[config.mk]
export PLATFORM = sky130hd
export DESIGN_NAME = mem_arbiter
export DESIGN_NICKNAME = d
export VERILOG_FILES = /design/src/rtl/mem_arbiter.sv
export SDC_FILE = /design/constraint.sdc
export NUM_CORES = 1
export LEC_CHECK = 0
export CAP_MARGIN = 20
export CORE_AREA = 3 3 295 297
export CTS_BUF_LIST = sky130_fd_sc_hd__clkbuf_2 sky130_fd_sc_hd__clkbuf_4 sky130_fd_sc_hd__clkbuf_8
export CTS_CLUSTER_SIZE = 40
export DETAILED_ROUTE_END_ITERATION = 10
export DIE_AREA = 0 0 298 300
export SYNTH_ARGS = -nofsm -noshare
export SYNTH_HDL_FRONTEND = slang
export SYNTH_SLANG_ARGS = --single-unit
export TNS_END_PERCENT = 30
[constraint.sdc]
create_clock -name clk -period 2 [get_ports clk]
set_input_delay 0.4 -clock clk [delete_from_list [all_inputs] [get_ports clk]]
set_output_delay 0.4 -clock clk [all_outputs]
set_load 0.02 [all_outputs]
[src/rtl/mem_arbiter.sv]
// Single-port main-memory arbiter shared by the I-cache fill path and the D-cache fill/write-back path.
// Optional macro MEM_ARB_RR_EN selects round-robin tie-breaking; otherwise D-cache has fixed priority.
module mem_arbiter #(
    parameter int ADDR_BITS = 32,
    parameter int LINE_BITS = 128
) (
    input  logic                 clk,
    input  logic                 rst_n,
    input  logic                 ic_req_valid_in,
    input  logic [ADDR_BITS-1:0] ic_req_addr_in,
    output logic                 ic_req_ready_out,
    output logic                 ic_resp_valid_out,
    output logic [LINE_BITS-1:0] ic_resp_data_out,
    input  logic                 dc_req_valid_in,
    input  logic                 dc_req_write_in,
    input  logic [ADDR_BITS-1:0] dc_req_addr_in,
    input  logic [LINE_BITS-1:0] dc_req_data_in,
    output logic                 dc_req_ready_out,
    output logic                 dc_resp_valid_out,
    output logic [LINE_BITS-1:0] dc_resp_data_out,
    output logic                 mem_req_valid_out,
    output logic                 mem_req_write_out,
    output logic [ADDR_BITS-1:0] mem_req_addr_out,
    output logic [LINE_BITS-1:0] mem_req_data_out,
    input  logic                 mem_req_ready_in,
    input  logic                 mem_resp_valid_in,
    input  logic [LINE_BITS-1:0] mem_resp_data_in,
    output logic                 busy_out
);

    typedef enum logic [1:0] {S_IDLE, S_ISSUE, S_WAIT, S_DONE} state_t;

    state_t               r_state;
    logic                 r_owner;      // 1 = D-cache owns the transaction
    logic                 r_write;
    logic [ADDR_BITS-1:0] r_addr;
    logic [LINE_BITS-1:0] r_data;
    logic                 r_mem_valid;
    logic                 r_busy;
    logic                 r_ic_resp_valid;
    logic                 r_dc_resp_valid;
    logic [LINE_BITS-1:0] r_ic_resp_data;
    logic [LINE_BITS-1:0] r_dc_resp_data;

    logic w_idle;
    logic w_dc_pref;
    logic w_grant_dc;
    logic w_grant_ic;

`ifdef MEM_ARB_RR_EN
    logic r_last_owner;                 // 1 = D-cache was granted last

    assign w_dc_pref = ~r_last_owner;

    always_ff @(posedge clk or negedge rst_n) begin
        if (!rst_n)
            r_last_owner <= 1'b0;
        else if (w_grant_dc || w_grant_ic)
            r_last_owner <= w_grant_dc;
    end
`else
    assign w_dc_pref = 1'b1;
`endif

    // Grants are combinational so the accept pulse lands in the same cycle as the request.
    assign w_idle     = rst_n && (r_state == S_IDLE);
    assign w_grant_dc = w_idle && dc_req_valid_in && (!ic_req_valid_in || w_dc_pref);
    assign w_grant_ic = w_idle && ic_req_valid_in && !w_grant_dc;

    assign ic_req_ready_out  = w_grant_ic;
    assign dc_req_ready_out  = w_grant_dc;
    assign ic_resp_valid_out = r_ic_resp_valid;
    assign ic_resp_data_out  = r_ic_resp_data;
    assign dc_resp_valid_out = r_dc_resp_valid;
    assign dc_resp_data_out  = r_dc_resp_data;
    assign mem_req_valid_out = r_mem_valid;
    assign mem_req_write_out = r_write;
    assign mem_req_addr_out  = r_addr;
    assign mem_req_data_out  = r_data;
    assign busy_out          = r_busy;

    always_ff @(posedge clk or negedge rst_n) begin
        if (!rst_n) begin
            r_state         <= S_IDLE;
            r_owner         <= 1'b0;
            r_write         <= 1'b0;
            r_addr          <= '0;
            r_data          <= '0;
            r_mem_valid     <= 1'b0;
            r_busy          <= 1'b0;
            r_ic_resp_valid <= 1'b0;
            r_dc_resp_valid <= 1'b0;
            r_ic_resp_data  <= '0;
            r_dc_resp_data  <= '0;
        end else begin
            case (r_state)
                S_IDLE: begin
                    if (w_grant_dc || w_grant_ic) begin
                        r_owner     <= w_grant_dc;
                        r_write     <= w_grant_dc && dc_req_write_in;
                        r_addr      <= w_grant_dc ? dc_req_addr_in : ic_req_addr_in;
                        r_data      <= w_grant_dc ? dc_req_data_in : '0;
                        r_mem_valid <= 1'b1;
                        r_busy      <= 1'b1;
                        r_state     <= S_ISSUE;
                    end
                end
                S_ISSUE: begin
                    if (mem_req_ready_in) begin
                        r_mem_valid <= 1'b0;
                        r_state     <= S_WAIT;
                    end
                end
                S_WAIT: begin
                    if (mem_resp_valid_in) begin
                        if (r_owner) begin
                            r_dc_resp_data  <= r_write ? '0 : mem_resp_data_in;
                            r_dc_resp_valid <= 1'b1;
                        end else begin
                            r_ic_resp_data  <= mem_resp_data_in;
                            r_ic_resp_valid <= 1'b1;
                        end
                        r_state <= S_DONE;
                    end
                end
                S_DONE: begin
                    r_ic_resp_valid <= 1'b0;
                    r_dc_resp_valid <= 1'b0;
                    r_busy          <= 1'b0;
                    r_state         <= S_IDLE;
                end
                default: r_state <= S_IDLE;
            endcase
        end
    end

endmodule

==> run summary <==
first-pass GRT wire length: 98700 µm
Detail Placement HPWL: 50600 µm
crit path cell chain: inv_2, ha_4, buf_6, nand3_4, clkinv_4, buf_6
Post-Syn Nets: 1658
fillers: 8699
vias in the first global route: 15000
Yosys top cell area share: 63.2%
Critical path buffers and inverters: 4
area post-placement: 26100 µm²
Initial Utilization: 19.8%
total power: 43.4 mW
Data required, critical path: 1600 ps
total core area: 84900 µm²
worst-margin pin slew: 742 ps
CP Max Fanout: 2
Distinct cells, synth: 32
post-synthesis mux area share: 10.7%
# clock sinks: 424
post-layout util: 32.4%
max-cap viol count: 0
skew final: 40.3 ps
share of layout cells above drive strength 1: 17.0%
number of flops mapped to enable cells by yosys: 0
power density cells: 1580 nW/µm²
Slew headroom: 50.6%
most common cell after layout, fill and taps aside: dfrtp_1
FF+latch count, synth: 424
RSZ-0062 raised after global routing: yes
FF+latch area: 10600 µm²
Final setup viols: 2
yosys warns: 0
row cnt: 107
Clock Latency Late Sink: 640 ps
Netlist Area Pre-Place: 16800 µm²
Top FF cell, synth: dfrtp_1
TritonRoute pass-1 iters: 5
Synth Area in XOR/XNOR: 0%
GP Congestion: 0.849
number of antenna violations at the first check in global routing: 13
cell family with most CP delay: flip-flops
Via density: 4.09
CP arrival: 1640 ps
Synth area leaders: dfrtp_1 (63%), mux2_4 (8.0%), a22o_1 (6.7%), nand2b_1 (4.8%), nand2_1 (3.7%)
crit share post-route: 102%
endpoint class of the critical path: output pin
Setup CP Type: flop to output pin
Place WS: -154 ps
Residual DRC: 0
leakage: 13.5 nW
post-synth top area cell: dfrtp_1
Post-Synth Adder-Cell Area: 0.372%
CTS tree: done
sequential share of the synthesized area: 63.2%
most frequent cells in the layout: dfrtp_1 (423), dlygate4sd2_1 (416), clkdlybuf4s50_1 (325)
Max VDD drop: 0.000665 V
Area Overhead vs Synth: 63.6%
largest family of logic cells by synthesized area: compound AO/OA/AOI/OAI gates
status: finished, violations left
GRT overflow: 0
CP startpoint kind: flop
Chip Height: 300 µm
fin nets: 2483
total die area: 89400 µm²
Largest stage delay, worst path: 390 ps
Slew Limit Fails: 0
Post-Syn Instances: 1326
worst hold path class: input port to flop
Post-Synth Simple-Gate Area: 9.46%
IO Pins: 750
f_max: 491 MHz
Vias: 13700
Global Route Usage Sum: 14.4%
Hold Fails Final Rpt: 0
Clock Tree Root: clkbuf_8
port bufs: 749
CTS buffer count: 79
number of routed nets with antenna violations: 0
failing checks: setup timing
Slowest-stage cell, CP: dfrtp_1
CTS max path bufs: 3
ys async rst share: 100%
H-Tree Depth: 3
Chip Width: 298 µm
largest net degree at the start of global routing: 114
routed length per instance: 19.8 µm
routed wire length: 66600 µm
Multi-input gate area: 5700 µm²
Compound-Gate Fraction of Synth Area: 13.0%
CP most frequent cell: buf_6
Post-Syn Area per Cell: 12.7 µm²
CTS clk-pin slew, worst paths: 60 ps
Setup Total Neg Slack: -70.4 ps
crit path time final: 2040 ps
initial drt markers: 575
design area: 27500 µm²
fin worst setup slack: -36.8 ps
==> synth_stat cells, types with 2 or more instances <==
master and number:
dfrtp_1 424, nand2_1 164, a22o_1 129, nand2b_1 128, mux2_4 90, o21ai_1 89, a21oi_1 66, buf_2 40
clkbuf_1 40, o21ai_0 40, nor2_1 33, mux2_2 30, buf_6 12, mux2_1 9, buf_4 5, ha_1 5
inv_1 5, nand3_2 2, nor2b_1 2
==> state kept, by name, summed over array words and instances, names as in the netlist <==
signal             count
busy_out               1
dc_resp_data_out     128
dc_resp_valid_out      1
ic_resp_data_out     128
ic_resp_valid_out      1
mem_req_addr_out      32
mem_req_data_out     128
mem_req_valid_out      1
mem_req_write_out      1
r_owner                1
r_state                2
==> kinds of logic (layout without fill, tap and decap cells) <==
logic type	Yosys count	in the layout
adders and majority gates	5	5
and+or+nand+nor	331	331
AOI/OAI and AO/OA	333	333
buffers and inverters	103	992
muxes	130	130
DFF	424	424
other	0	2
==> area by class of cell <==
| type | count | area share, % |
|---|---|---|
| multi-input cells | 799 | 20.7 |
| repair buffers | 841 | 28.9 |
| clock buffers | 125 | 5.71 |
| diodes | 2 | 0.0182 |
| inverters | 6 | 0.100 |
| flip-flops and latches | 424 | 38.6 |
| well taps | 1144 | 5.21 |
| clock inverters | 20 | 0.751 |
==> per-stage QoR <==
step | hold WS [ps] | instances
4_1_cts | 183 | 3359
3_3_place_gp | 232 | 3208
5_1_grt | 199 | 3359
2_1_floorplan | 104 | 1326
3_5_place_dp | 232 | 3208
6_report | 249 | 3361
==> path summary, 6_finish.rpt <==
path	start	endpoint	slack [ps]	cells after the start
setup / recovery	r_state[0]	dc_req_ready_out	-40	6
min in group asynchronous	rst_n	r_owner	350	2
setup reg to reg	r_state[0]	dc_resp_data_out[6]	190	9
hold reg to reg	dc_resp_data_out[32]	dc_resp_data_out[32]	470	2
max in group asynchronous	rst_n	mem_req_write_out	340	4
hold / removal	rst_n	r_owner	250	5
==> power breakdown <==
group	total [mW]	internal [mW]	switching [mW]
Clock	9.30	5.41	3.89
Sequential	14.8	12.4	2.37
Combinational	19.4	8.58	10.8
==> metal layers <==
metal  vias to the layer above  routed length (µm)  global-route usage [%]
met1                      6744               25100                    15.9
li1                       6255                   -                       -
met2                       594               32900                    24.9
met5                         -                 141                       0
met3                       121                6700                    6.43
met4                        20                1810                    4.34
==> repair_timing <==
action | in CTS | in global routing
pin swaps | 1 | 1
setup endpoints to repair | 421 | 4
hold endpoints to repair | 59 | 0
gates resized for setup | 437 | 4
hold buffers | 1 | 0
setup buffers | 5 | 0
==> worst min-delay path, delay by kind of cell <==
kind	cells	cell delay [ps]
buffers and inverters	2	230
AND/OR/NAND/NOR	3	190
No activity file was read; power rests on OpenSTA's default activity.
